## src/rtl/debug_core_bridge.sv

```systemverilog
// debug_core_bridge
//   Core-clock stage behind the JTAG debug module. It converts DM halt/resume
//   requests and abstract register accesses into the core's debug handshake:
//   haltreq/resumereq plus GPR/CSR index, write strobes and read-data capture.
//   Register accesses are only forwarded while the core is halted. Every other
//   request gets an error response, so the DM never hangs.
//
//   Ports
//     clk, rst_n                     core clock, asynchronous active-low reset
//     dm_halt_req_i                  level: DM wants the core halted
//     dm_resume_req_i                pulse: resume a halted core
//     dm_req_valid_i/ready_o         abstract register request handshake
//     dm_req_we_i/regno_i/wdata_i    request contents
//     dm_resp_valid_o/err_o/rdata_o  one-cycle response per accepted request
//     halted_o, halt_timeout_o       status back to the DM (timeout is sticky)
//     core_haltreq_o/resumereq_o     run-control requests to the core
//     core_halted_i                  core halted acknowledge
//     core_gprwr_o/csrwr_o           register write strobes
//     core_index_o, core_wdata_o     register index and write data
//     core_gprrdata_i/csrrdata_i     read data, valid one clock after the index
module debug_core_bridge #(
    parameter int DATA_BITS    = 32,
    parameter int REGNO_BITS   = 16,
    parameter int HALT_TIMEOUT = 255
) (
    input  logic                  clk,
    input  logic                  rst_n,
    input  logic                  dm_halt_req_i,
    input  logic                  dm_resume_req_i,
    input  logic                  dm_req_valid_i,
    output logic                  dm_req_ready_o,
    input  logic                  dm_req_we_i,
    input  logic [REGNO_BITS-1:0] dm_req_regno_i,
    input  logic [DATA_BITS-1:0]  dm_req_wdata_i,
    output logic                  dm_resp_valid_o,
    output logic                  dm_resp_err_o,
    output logic [DATA_BITS-1:0]  dm_resp_rdata_o,
    output logic                  halted_o,
    output logic                  halt_timeout_o,
    output logic                  core_haltreq_o,
    output logic                  core_resumereq_o,
    input  logic                  core_halted_i,
    output logic                  core_gprwr_o,
    output logic                  core_csrwr_o,
    output logic [11:0]           core_index_o,
    output logic [DATA_BITS-1:0]  core_wdata_o,
    input  logic [DATA_BITS-1:0]  core_gprrdata_i,
    input  logic [DATA_BITS-1:0]  core_csrrdata_i
);

    typedef enum logic [2:0] {
        ST_RUN         = 3'd0,
        ST_HALT_WAIT   = 3'd1,
        ST_HALTED      = 3'd2,
        ST_ACCESS      = 3'd3,
        ST_READ_WAIT   = 3'd4,
        ST_RESUME_WAIT = 3'd5
    } state_e;

    localparam logic [REGNO_BITS-1:0] GPR_BASE    = REGNO_BITS'(16'h1000);
    localparam logic [7:0]            TIMEOUT_CNT = 8'(HALT_TIMEOUT);

    // GPR window is GPR_BASE .. GPR_BASE+31 (x0..x31).
    function automatic logic is_gpr(input logic [REGNO_BITS-1:0] regno);
        is_gpr = (regno[REGNO_BITS-1:5] == GPR_BASE[REGNO_BITS-1:5]);
    endfunction

    // CSR window is 0x000 .. 0xFFF.
    function automatic logic is_csr(input logic [REGNO_BITS-1:0] regno);
        is_csr = (regno[REGNO_BITS-1:12] == '0);
    endfunction

    function automatic logic [7:0] sat_inc(input logic [7:0] cnt);
        if (cnt == 8'hFF) begin
            sat_inc = cnt;
        end else begin
            sat_inc = cnt + 8'd1;
        end
    endfunction

    state_e                 state_r;
    logic [7:0]             cnt_r;
    logic                   we_r;
    logic                   gpr_sel_r;
    logic                   ready_r;
    logic                   resp_valid_r;
    logic                   resp_err_r;
    logic [DATA_BITS-1:0]   resp_rdata_r;
    logic                   halted_r;
    logic                   timeout_r;
    logic                   haltreq_r;
    logic                   resumereq_r;
    logic                   gprwr_r;
    logic                   csrwr_r;
    logic [11:0]            index_r;
    logic [DATA_BITS-1:0]   wdata_r;

    logic                   req_accept_s;
    logic                   regno_gpr_s;
    logic                   regno_ok_s;

    assign req_accept_s = dm_req_valid_i && ready_r;
    assign regno_gpr_s  = is_gpr(dm_req_regno_i);
    assign regno_ok_s   = regno_gpr_s || is_csr(dm_req_regno_i);

    // Run-control / register-access FSM with all DM- and core-facing outputs.
    always_ff @(posedge clk or negedge rst_n) begin
        if (!rst_n) begin
            state_r      <= ST_RUN;
            cnt_r        <= 8'd0;
            we_r         <= 1'b0;
            gpr_sel_r    <= 1'b0;
            ready_r      <= 1'b0;
            resp_valid_r <= 1'b0;
            resp_err_r   <= 1'b0;
            resp_rdata_r <= '0;
            halted_r     <= 1'b0;
            timeout_r    <= 1'b0;
            haltreq_r    <= 1'b0;
            resumereq_r  <= 1'b0;
            gprwr_r      <= 1'b0;
            csrwr_r      <= 1'b0;
            index_r      <= 12'd0;
            wdata_r      <= '0;
        end else begin
            // Pulses default low. The counter only survives while a wait state
            // is held, which clears it on every state entry. Ready is high
            // except on the way into the busy states.
            cnt_r        <= 8'd0;
            ready_r      <= 1'b1;
            resp_valid_r <= 1'b0;
            resp_err_r   <= 1'b0;
            resp_rdata_r <= '0;
            gprwr_r      <= 1'b0;
            csrwr_r      <= 1'b0;

            case (state_r)
                ST_RUN: begin
                    if (req_accept_s) begin
                        resp_valid_r <= 1'b1;
                        resp_err_r   <= 1'b1;
                    end else begin
                        resp_valid_r <= 1'b0;
                    end
                    if (dm_halt_req_i) begin
                        state_r   <= ST_HALT_WAIT;
                        haltreq_r <= 1'b1;
                    end else begin
                        state_r   <= ST_RUN;
                    end
                end

                ST_HALT_WAIT: begin
                    if (req_accept_s) begin
                        resp_valid_r <= 1'b1;
                        resp_err_r   <= 1'b1;
                    end else begin
                        resp_valid_r <= 1'b0;
                    end
                    // An acknowledged halt wins over a dropped halt request.
                    if (core_halted_i) begin
                        state_r  <= ST_HALTED;
                        halted_r <= 1'b1;
                    end else if (!dm_halt_req_i) begin
                        state_r   <= ST_RUN;
                        haltreq_r <= 1'b0;
                    end else begin
                        cnt_r <= sat_inc(cnt_r);
                        if (sat_inc(cnt_r) == TIMEOUT_CNT) begin
                            timeout_r <= 1'b1;
                        end else begin
                            timeout_r <= timeout_r;
                        end
                    end
                end

                ST_HALTED: begin
                    // A request in the same cycle as resume wins; the resume
                    // is dropped and the DM has to retry it.
                    if (req_accept_s) begin
                        if (regno_ok_s) begin
                            state_r   <= ST_ACCESS;
                            ready_r   <= 1'b0;
                            we_r      <= dm_req_we_i;
                            gpr_sel_r <= regno_gpr_s;
                            wdata_r   <= dm_req_wdata_i;
                            gprwr_r   <= dm_req_we_i && regno_gpr_s;
                            csrwr_r   <= dm_req_we_i && !regno_gpr_s;
                            if (regno_gpr_s) begin
                                index_r <= {7'd0, dm_req_regno_i[4:0]};
                            end else begin
                                index_r <= dm_req_regno_i[11:0];
                            end
                        end else begin
                            resp_valid_r <= 1'b1;
                            resp_err_r   <= 1'b1;
                        end
                    end else if (dm_resume_req_i) begin
                        state_r     <= ST_RESUME_WAIT;
                        ready_r     <= 1'b0;
                        haltreq_r   <= 1'b0;
                        resumereq_r <= 1'b1;
                    end else begin
                        state_r <= ST_HALTED;
                    end
                end

                ST_ACCESS: begin
                    if (we_r) begin
                        resp_valid_r <= 1'b1;
                        state_r      <= ST_HALTED;
                    end else begin
                        ready_r <= 1'b0;
                        state_r <= ST_READ_WAIT;
                    end
                end

                ST_READ_WAIT: begin
                    resp_valid_r <= 1'b1;
                    state_r      <= ST_HALTED;
                    if (gpr_sel_r) begin
                        resp_rdata_r <= core_gprrdata_i;
                    end else begin
                        resp_rdata_r <= core_csrrdata_i;
                    end
                end

                ST_RESUME_WAIT: begin
                    if (!core_halted_i) begin
                        state_r     <= ST_RUN;
                        resumereq_r <= 1'b0;
                        halted_r    <= 1'b0;
                    end else if (sat_inc(cnt_r) == TIMEOUT_CNT) begin
                        // Core never left halt: give up and stay halted so
                        // the DM can inspect state or retry the resume.
                        timeout_r   <= 1'b1;
                        resumereq_r <= 1'b0;
                        haltreq_r   <= 1'b1;
                        state_r     <= ST_HALTED;
                    end else begin
                        ready_r <= 1'b0;
                        cnt_r   <= sat_inc(cnt_r);
                    end
                end

                default: begin
                    state_r     <= ST_RUN;
                    haltreq_r   <= 1'b0;
                    resumereq_r <= 1'b0;
                    halted_r    <= 1'b0;
                end
            endcase
        end
    end

    assign dm_req_ready_o   = ready_r;
    assign dm_resp_valid_o  = resp_valid_r;
    assign dm_resp_err_o    = resp_err_r;
    assign dm_resp_rdata_o  = resp_rdata_r;
    assign halted_o         = halted_r;
    assign halt_timeout_o   = timeout_r;
    assign core_haltreq_o   = haltreq_r;
    assign core_resumereq_o = resumereq_r;
    assign core_gprwr_o     = gprwr_r;
    assign core_csrwr_o     = csrwr_r;
    assign core_index_o     = index_r;
    assign core_wdata_o     = wdata_r;

endmodule

```

## config.mk

```make
export PLATFORM = sky130hd
export DESIGN_NAME = debug_core_bridge
export DESIGN_NICKNAME = d
export VERILOG_FILES = /design/src/rtl/debug_core_bridge.sv
export SDC_FILE = /design/constraint.sdc
export NUM_CORES = 1
export LEC_CHECK = 0
export CAP_MARGIN = 20
export CORE_UTILIZATION = 37
export DETAILED_ROUTE_END_ITERATION = 8
export PLACE_DENSITY = 0.76
export SLEW_MARGIN = 15
export SYNTH_ARGS = -nofsm -noshare
export SYNTH_HDL_FRONTEND = slang
export SYNTH_SLANG_ARGS = --single-unit
```

## constraint.sdc

```tcl
create_clock -name clk -period 2.04 [get_ports clk]
set_input_delay 0.306 -clock clk [delete_from_list [all_inputs] [get_ports clk]]
set_output_delay 0.306 -clock clk [all_outputs]
set_load 0.01 [all_outputs]
```

== Word level (Yosys, flattened, before mapping) ==
Index checks and enable logic that the tools add are counted.
Storage, ports and cells
  output and inout bits: 85
  bits of input ports: 119
  logic and storage cells: 122
  bits in registers: 98
Operators by class
  add/sub/neg operators: 1
  equal/unequal tests: 23
  reduce and logical (&&, ||, !) cells: 18
  bitwise gates (word level): 3
  mux-type cells: 61
Operator list (number)
  $mux 8: 10
  $mux 32: 2
  $mux 1: 31
  $eq 8x8->1 const B: 3
  $mux 3: 8
  $ne 2x2->1 const B: 11
  $pmux 3 s6: 1
  $pmux 8 s2: 1
  $mux 12: 1
  $eq 11x8->1 const B: 1
  $ne 3x3->1 const B: 3
  $pmux 1 s3: 3
  $reduce_and 3->1: 3
  $add 8x1->8 const B: 1
  $reduce_and 8->1: 1
  $reduce_or 4->1: 2
  $eq 3x2->1 const B: 2
  $eq 3x3->1 const B: 2
  $reduce_and 6->1: 1
  $pmux 1 s5: 1
  $logic_not 4->1: 1
  $pmux 1 s2: 2
  $pmux 1 s4: 1
  $reduce_and 4->1: 1
  other kinds (8): 13

== Logic depth before layout (Yosys ltp) ==
Gate-level depths: netlist of the first run.
  depth in word-level cells: 10
  gate-level depth with buffers: 8

== Worst setup path before layout of the first run ==
Ideal clock, no wire load.
  kind: flip-flop to flip-flop
  start point: reg cnt_r[0]
  end point: reg state_r[2]
  required time: 1.913 ns
  path slack: 0.024 ns
  library setup time: 0.127 ns
  clock period less this slack: 2.016 ns
  data arrival time: 1.888 ns
  stages on the path, launching flop included: 9
  cell sequence: dfrtp_1 -> ha_1 -> clkbuf_2 -> and4_1 -> a22oi_1 -> or4_4 -> o21bai_4 -> buf_6 -> o21ai_0
On the way
  longest elaborated chain between the ends: 7
  elaborated cells between the ends (all ways): 8
  those cells by class: 1 x add/sub; 3 x eq/ne; 3 x mux; 1 x reduce/logical
Ends and longest elaborated chain
  start: declaration: RTL line 82  | logic [7:0] cnt_r;
  start signal: assignment: RTL line 168  | cnt_r <= sat_inc(cnt_r);
  start signal: assignment: RTL line 242  | cnt_r <= sat_inc(cnt_r);
  $add 8x1->8 or $eq 8x8->1 (tied branches): RTL line 77, 74
  $mux 8 *: RTL line 74  | if (cnt == 8'hFF) begin
  $mux 8 *: RTL line 229  | if (!core_halted_i) begin
  $mux 8 *: RTL line 137  | case (state_r)
  $eq 8x8->1 *: RTL line 233  | end else if (sat_inc(cnt_r) == TIMEOUT_CNT) begin
  $ne 3x3->1 (no line) *
  $reduce_and 3->1 (no line) *
  end signal: assignment: RTL line 146  | state_r <= ST_HALT_WAIT;
  end signal: assignment: RTL line 230  | state_r <= ST_RUN;
  end signal: assignment: RTL line 239  | state_r <= ST_HALTED;
  end: declaration: RTL line 81  | state_e state_r;
Mark *: on every way between the ends. The rest lies on a longest branch, timed or not. The select of a mux whose other input is x is not followed.
A chain may end at the register's enable or synchronous reset.

== Worst setup path after layout of the first run ==
  start point: reg cnt_r[0]
  end point: reg cnt_r[7]
On the way
  longest elaborated chain between the ends: 8
  elaborated cells between the ends (all ways): 11
  those cells by class: 1 x add/sub; 2 x eq/ne; 8 x mux
Ends and longest elaborated chain (RTL line)
  $add 8x1->8 or $eq 8x8->1 (tied branches): 77, 74
  $mux 8 *: 74
  $mux 8: 229
  $mux 8: 137
  $eq 8x8->1: 233
  $mux 8: 233
  $mux 8: 229
  $pmux 8 s2 *: 137
Marked as above.

==> out/qor.csv, run 1 <==
stage;metric;value;unit
status;outcome;finished with violations;
status;violations;DRC;
drt;dr.pass1.iters;8;
layout;nets;695;
drt;drt_first_iter_violations;239;
global_routing;antenna_found_initial;0;
drt;ant_nets;0;
clock_network;clock-root-buffer;clkbuf_16;
synth;synth_area_leader_cell;dfrtp_1;
clock_network;cts_sinks;98;
worst_setup_path;worstPathArrival;2.20;ns
min_path;hp-class;flip-flop to flip-flop;
global_routing;grt_max_degree;46;
clock_network;cts_tree;yes;
global_routing;overflow;0;
synth;synth_edf_count;0;
pwr;leakage;3.19;nW
synth;ys_types;52;
drt;vias;3510;
floorplan;die_h;111;µm
floorplan;initial_core_util;0.381;
clock_network;cts_buffers;9;
sta;fin_hold_ws;0.465;ns
global_routing;grt_use_total;0.197;
layout;final_cell_area;0.00711;mm²
sta;final-setup-viol-count;0;
placement;portBuffers;203;
layout;diodes;0;
placement;gp_congestion;0.828;
floorplan;die_w;111;µm
synth;ys_async_sr_fraction;1.00;
synth;yosys-top-cells-area;dfrtp_1 (56%), mux2_4 (14%), mux2i_1 (7.5%);
worst_setup_path;worstPathMaxFanout;7;
sta;fin_crit;1.99;ns
drt;via_per_inst;4.86;
global_routing;grt_pass1_vias;3628;
synth;yosysTopAreaCellShare;0.558;
sta;slew_headroom;0.588;
placement;dp_slack;-0.303;ns
clock_network;path_clk_slew;0.07;ns
global_routing;grt_pass1_wl;19.0;mm
sta;max_freq;0.502;GHz
worst_setup_path;critPathLaunchType;flip-flop;
worst_setup_path;critPathMaxStageDelay;0.57;ns
placement;placed_area;0.00678;mm²
clock_network;cts-root-to-sink-buffers;2;
synth;synth_seq_cells;98;
clock_network;clk_latency;0.34;ns
worst_setup_path;r2r_cells;7;
synth;synthesis.nets;463;
worst_setup_path;rrSetupSlack;0.05;ns
clock_network;cts_max_level;3;
synth;synth_common_cells;dfrtp_1 (98), nor2_1 (47), mux2_4 (40);
drt;wl_per_cell;16.2;µm
worst_setup_path;critical_path_class;flip-flop to flip-flop;
synth;synthCells;343;
sta;layout_setup_ws;0.0483;ns
worst_setup_path;rr_endpoint;cnt_r[7];
floorplan;core;0.0115;mm²
sta;hold_viol;0;
worst_setup_path;slowest_stage;or4_4;
floorplan;io_pins;204;
drt;wl;11.7;mm
worst_setup_path;timing.rr.start;cnt_r[0];
pwr;p_per_area;910;mW/mm²
synth;yosysSeqAreaShare;0.558;
worst_setup_path;end_kind;flip-flop;
min_path;hp-start;halt_timeout_o;
sta;min_period_over_period;0.976;
synth;syn_area_per_cell;12.8;µm²
sta;clock_skew;0.00916;ns
sta;tightestPinTransition;0.618;ns
worst_setup_path;required;2.25;ns
worst_setup_path;crit_chain;ha_4 > and4_4 > a31oi_1 > or4_4 > o21bai_4 > buf_6 > a221oi_1;
floorplan;die_area;0.0123;mm²
synth;synth.most_common_cell;dfrtp_1;
layout;fill_cells;908;
drt;route.detailed.drc;35;
min_path;min_path_cells;1;
synth;synthFlopType;dfrtp_1;
layout;drive_above_1_share;0.192;
placement;dp_hpwl;8.82;mm
floorplan;num_rows;39;
synth;mappedNetlistArea;0.00439;mm²
pwr;vdd_drop_max;0.540;mV
run;maxCapViolCount;0;
sta;slew_violations;0;
synth;yosysWarningCount;0;
layout;area_delta_synth_final;62.0;%
min_path;min_to;halt_timeout_o;
layout;final_util;0.618;
-- critical path: cells and delay by family (launching register included) --
family,cells,cell delay (ns)
AOI/OAI and AO/OA,3,0.35
DFF,1,0.40
buffers and inverters,1,0.14
and+or+nand+nor,2,0.80
adders and majority gates,1,0.16
-- placed cells by master (no fill, tap or decap), types with 2 or more instances in the layout --
master           instances
clkdlybuf4s50_1        202
dfrtp_1                 97
nor2_1                  47
mux2_4                  40
mux2i_1                 33
buf_4                   32
a21oi_1                 12
nand2_1                  9
clkbuf_16                9
inv_1                    8
nand3_1                  7
o21ai_0                  6
mux2_2                   6
nor3_1                   5
and3_1                   4
buf_12                   4
a21o_1                   3
o211ai_1                 3
nand3b_1                 3
a21bo_2                  2
nand4_1                  2
a31oi_1                  2
a22oi_1                  2
a221oi_1                 2
o22ai_1                  2
clkinvlp_4               2
clkinv_2                 2
buf_6                    2
-- routing by layer --
layer | GRT usage | vias up | routed length, µm
met1 | 0.252 | 1697 | 4950
li1 | - | 1674 | -
met2 | 0.330 | 129 | 5820
met3 | 0.0476 | 10 | 808
met4 | 0.0603 | 0 | 90
met5 | 0 | - | 0
-- how the worst max path moves through the flow --
stage,startpoint,to,slack (ns),cells after the start
detailed placement,dm_req_regno_i[8],core_wdata_o[20],-0.30,8
finish,cnt_r[0],cnt_r[7],0.05,7
CTS,cnt_r[0],cnt_r[7],0.005,7
floorplan,cnt_r[0],state_r[2],0.02,8
global route,cnt_r[0],cnt_r[7],-0.009,7
global placement,dm_req_regno_i[8],core_wdata_o[26],-0.29,8
-- power breakdown --
group	total, mW	internal, mW	switching [mW]
logic	2.31	1.43	0.879
registers	2.63	2.36	0.265
clock network	1.54	0.821	0.718
total	6.47	4.61	1.86
-- flip-flops by register name, summed over array words and instances, names as in the netlist, 3 cells and up --
name / cells
core_index_o: 12
state_r: 3
core_wdata_o: 32
dm_resp_rdata_o: 32
cnt_r: 8
-- kinds of logic (layout without fill, tap and decap cells) --
family,after synthesis,in the layout,share of synthesized area
AOI/OAI and AO/OA,48,48,0.0786
xor gates and xnor gates,1,1,0.00199
adders and majority gates,1,1,0.00285
buffers and inverters,28,264,0.0348
DFF,98,98,0.558
muxes,79,79,0.227
and+or+nand+nor,88,88,0.0960
-- what timing repair did --
item | CTS | global route
endpoints found under the setup margin | 10 | 59
setup buffers | 2 | 2
gates cloned | 0 | 0
resized for setup | 0 | 7
hold buffers | 1 | 0
endpoints found under the hold margin | 30 | 0
pin swaps | 1 | 3
-- metrics by stage --
step	std cells	power [mW]	setup TNS, ns
2_1_floorplan	343	3.62	0
3_3_place_gp	702	4.90	-12.82
3_5_place_dp	702	4.95	-12.99
4_1_cts	720	6.54	0
5_1_grt	722	6.82	-0.0223
6_report	722	6.47	0
-- area by class of cell --
cell class | count | area (µm²) | share of cell area
tap | 143 | 179 | 0.0252
inverter | 8 | 30.0 | 0.00422
multi-input combinational | 217 | 1810 | 0.254
clock inverter | 6 | 42.5 | 0.00598
timing repair buffer | 241 | 2370 | 0.334
sequential | 98 | 2450 | 0.345
clock buffer | 9 | 225 | 0.0317
(Power assumes the default switching activity.)
==> run 2, diff against run 1 <==
--- a/config.mk
+++ b/config.mk
@@ -9,6 +9,7 @@
 export CORE_UTILIZATION = 37
 export DETAILED_ROUTE_END_ITERATION = 8
 export PLACE_DENSITY = 0.76
+export SKIP_LAST_GASP = 1
 export SLEW_MARGIN = 15
 export SYNTH_ARGS = -nofsm -noshare
 export SYNTH_HDL_FRONTEND = slang
==> results of run 2 <==
The final DEF is identical to that of run 1; final timing and power are the same.
==> run 3, diff against run 2 <==
--- a/config.mk
+++ b/config.mk
@@ -6,6 +6,7 @@
 export NUM_CORES = 1
 export LEC_CHECK = 0
 export CAP_MARGIN = 20
+export CORE_MARGIN = 3
 export CORE_UTILIZATION = 37
 export DETAILED_ROUTE_END_ITERATION = 8
 export PLACE_DENSITY = 0.76
==> out/qor.csv, run 3 (same netlist as run 1, synthesis figures left out) <==
stage;metric;value;unit;change
worst_setup_path;rr_endpoint;core_resumereq_o;;
worst_setup_path;required;2.26;ns;about the same
layout;area_delta_synth_final;63.3;%;
drt;drt_first_iter_violations;297;;+24%
pwr;leakage;3.22;nW;+0.89%
floorplan;die_area;0.0132;mm²;+7.3%
layout;drive_above_1_share;0.195;;+0.00312
worst_setup_path;critPathMaxStageDelay;0.44;ns;-0.13 ns
floorplan;core;0.0115;mm²;unchanged
sta;slew_violations;0;;unchanged
sta;layout_setup_ws;0.0469;ns;-0.00137 ns
drt;wl_per_cell;17.1;µm;+6.0%
clock_network;cts_tree;yes;;
run;maxCapViolCount;0;;unchanged
global_routing;grt_use_total;0.181;;-0.0157
clock_network;cts-root-to-sink-buffers;2;;unchanged
clock_network;path_clk_slew;0.07;ns;about the same
floorplan;io_pins;204;;unchanged
sta;rsz0062_at_grt;yes;;
layout;final_cell_mix;clkdlybuf4s50_1 (202), dfrtp_1 (97), nor2_1 (46);;
pwr;finalPower;6.55;mW;+1.2%
worst_setup_path;r2r_cells;7;;unchanged
global_routing;grt_max_degree;40;;-13%
status;outcome;completed;;
placement;portBuffers;203;;unchanged
sta;tightestPinTransition;0.417;ns;-0.200 ns
worst_setup_path;critPathLaunchType;input port;;
clock_network;cts_buffers;9;;unchanged
clock_network;cts_max_level;3;;unchanged
drt;ant_nets;0;;unchanged
worst_setup_path;slowest_stage;clkdlybuf4s50_1;;
worst_setup_path;end_kind;flip-flop;;
drt;vias;3578;;+1.9%
global_routing;antenna_found_initial;0;;unchanged
worst_setup_path;worstPathArrival;2.21;ns;about the same
layout;layout_commonest_cell;clkdlybuf4s50_1;;
sta;hold_viol;0;;unchanged
clock_network;clk_latency;0.34;ns;about the same
floorplan;num_rows;39;;unchanged
sta;max_freq;0.502;GHz;about the same
worst_setup_path;worstSetupStartpoint;dm_req_regno_i[11];;
pwr;p_per_area;913;mW/mm²;+0.35%
drt;wl;12.4;mm;+6.1%
floorplan;die_h;115;µm;+3.6%
sta;min_period_over_period;0.977;;about the same
layout;nets;695;;unchanged
sta;fin_crit;1.99;ns;+0.00137 ns
worst_setup_path;critical_path_class;input port to flip-flop;;
floorplan;initial_core_util;0.381;;unchanged
clock_network;cts_sinks;98;;unchanged
global_routing;grt_pass1_vias;3724;;+2.6%
global_routing;overflow;0;;unchanged
drt;route.detailed.drc;0;;-100%
sta;final-setup-viol-count;0;;unchanged
sta;slew_headroom;0.721;;+0.133
clock_network;clock-root-buffer;clkbuf_16;;
placement;dp_hpwl;9.39;mm;+6.5%
global_routing;grt_pass1_wl;19.0;mm;-0.22%
pwr;vdd_drop_max;0.471;mV;-13%
drt;dr.pass1.iters;4;;-4
worst_setup_path;timing.rr.start;cnt_r[0];;
placement;gp_congestion;0.865;;+4.5%
worst_setup_path;worstPathMaxFanout;9;;+2
worst_setup_path;crit_chain;clkdlybuf4s50_1 > nor4_2 > buf_4 > nand2_1 > a21bo_2 > nand2b_4 > clkbuf_16 > mux2_4;;
floorplan;die_w;115;µm;+3.6%
worst_setup_path;crit_path_end;core_wdata_o[27];;
layout;diodes;0;;unchanged
sta;clock_skew;0.00635;ns;-0.00281 ns
drt;via_per_inst;4.95;;+1.8%
placement;dp_slack;-0.315;ns;-0.0123 ns
worst_setup_path;rrSetupSlack;0.06;ns;about the same
min_path;hp-class;input port to asynchronous set/reset pin;;
## run 3: cell count changes in the layout (fill, tap and decap cells not counted), sizes merged
| cell | delta |
|---|---|
| clkinv | +2 |
| clkbuf | +4 |
| inv | -1 |
| buf | -2 |
| clkinvlp | -2 |
## run 3: metrics by stage
| step | hold slack [ns] | cells | TNS, ns | instance area [µm²] | utilization |
|---|---|---|---|---|---|
| 2_1_floorplan | 0.0104 | 343 | 0 | 4390 | - |
| 3_3_place_gp | 0.257 | 700 | -11.59 | 6750 | 0.586 |
| 3_5_place_dp | 0.265 | 700 | -13.71 | 6750 | 0.586 |
| 4_1_cts | 0.434 | 720 | 0 | 7080 | 0.615 |
| 5_1_grt | 0.465 | 723 | -0.468 | 7170 | 0.623 |
| 6_report | 0.439 | 723 | 0 | 7170 | 0.623 |
## run 3: routing by layer
layer,share of wire,up-vias,wire length [µm],GRT usage
met5,0,-,0,0
met4,0.012,0,148,0.0571
met3,0.080,14,988,0.0416
met2,0.51,155,6320,0.310
met1,0.40,1736,4920,0.229
li1,-,1673,-,-
## run 3: power breakdown
group / switching, mW / internal, mW
Clock: 0.725 / 0.867
Combinational: 0.919 / 1.43
Sequential: 0.247 / 2.36
## run 3: area by class of cell
cell class | instances | area, µm²
clock inverter | 5 | 40.0
fill | 896 | 4340
tap | 143 | 179
sequential | 98 | 2450
inverter | 8 | 30.0
timing repair buffer | 241 | 2410
clock buffer | 11 | 243
multi-input combinational | 217 | 1820
## run 3: worst min-delay path by stage
stage               start  slack (ns)  cells past startpoint             end
finish              rst_n        0.44                      2      state_r[1]
CTS                 rst_n        0.43                      2      state_r[1]
global route        rst_n        0.46                      2        cnt_r[0]
detailed placement  rst_n        0.26                      1      state_r[0]
floorplan           rst_n        0.01                      0        cnt_r[0]
global placement    rst_n        0.26                      1  dm_req_ready_o
## run 3: worst max-delay path, delay by kind of cell
family	cells	cell delay [ns]
mux	1	0.30
simple gates	3	0.58
buf+inv	3	0.81
compound gates	1	0.21
## run 3: what timing repair did
action,CTS,global route
gates cloned,0,3
hold buffers,1,0
buffers inserted,3,0
setup endpoints to repair,12,45
endpoints found under the hold margin,25,0
pin swaps,2,5
resized for setup,3,6
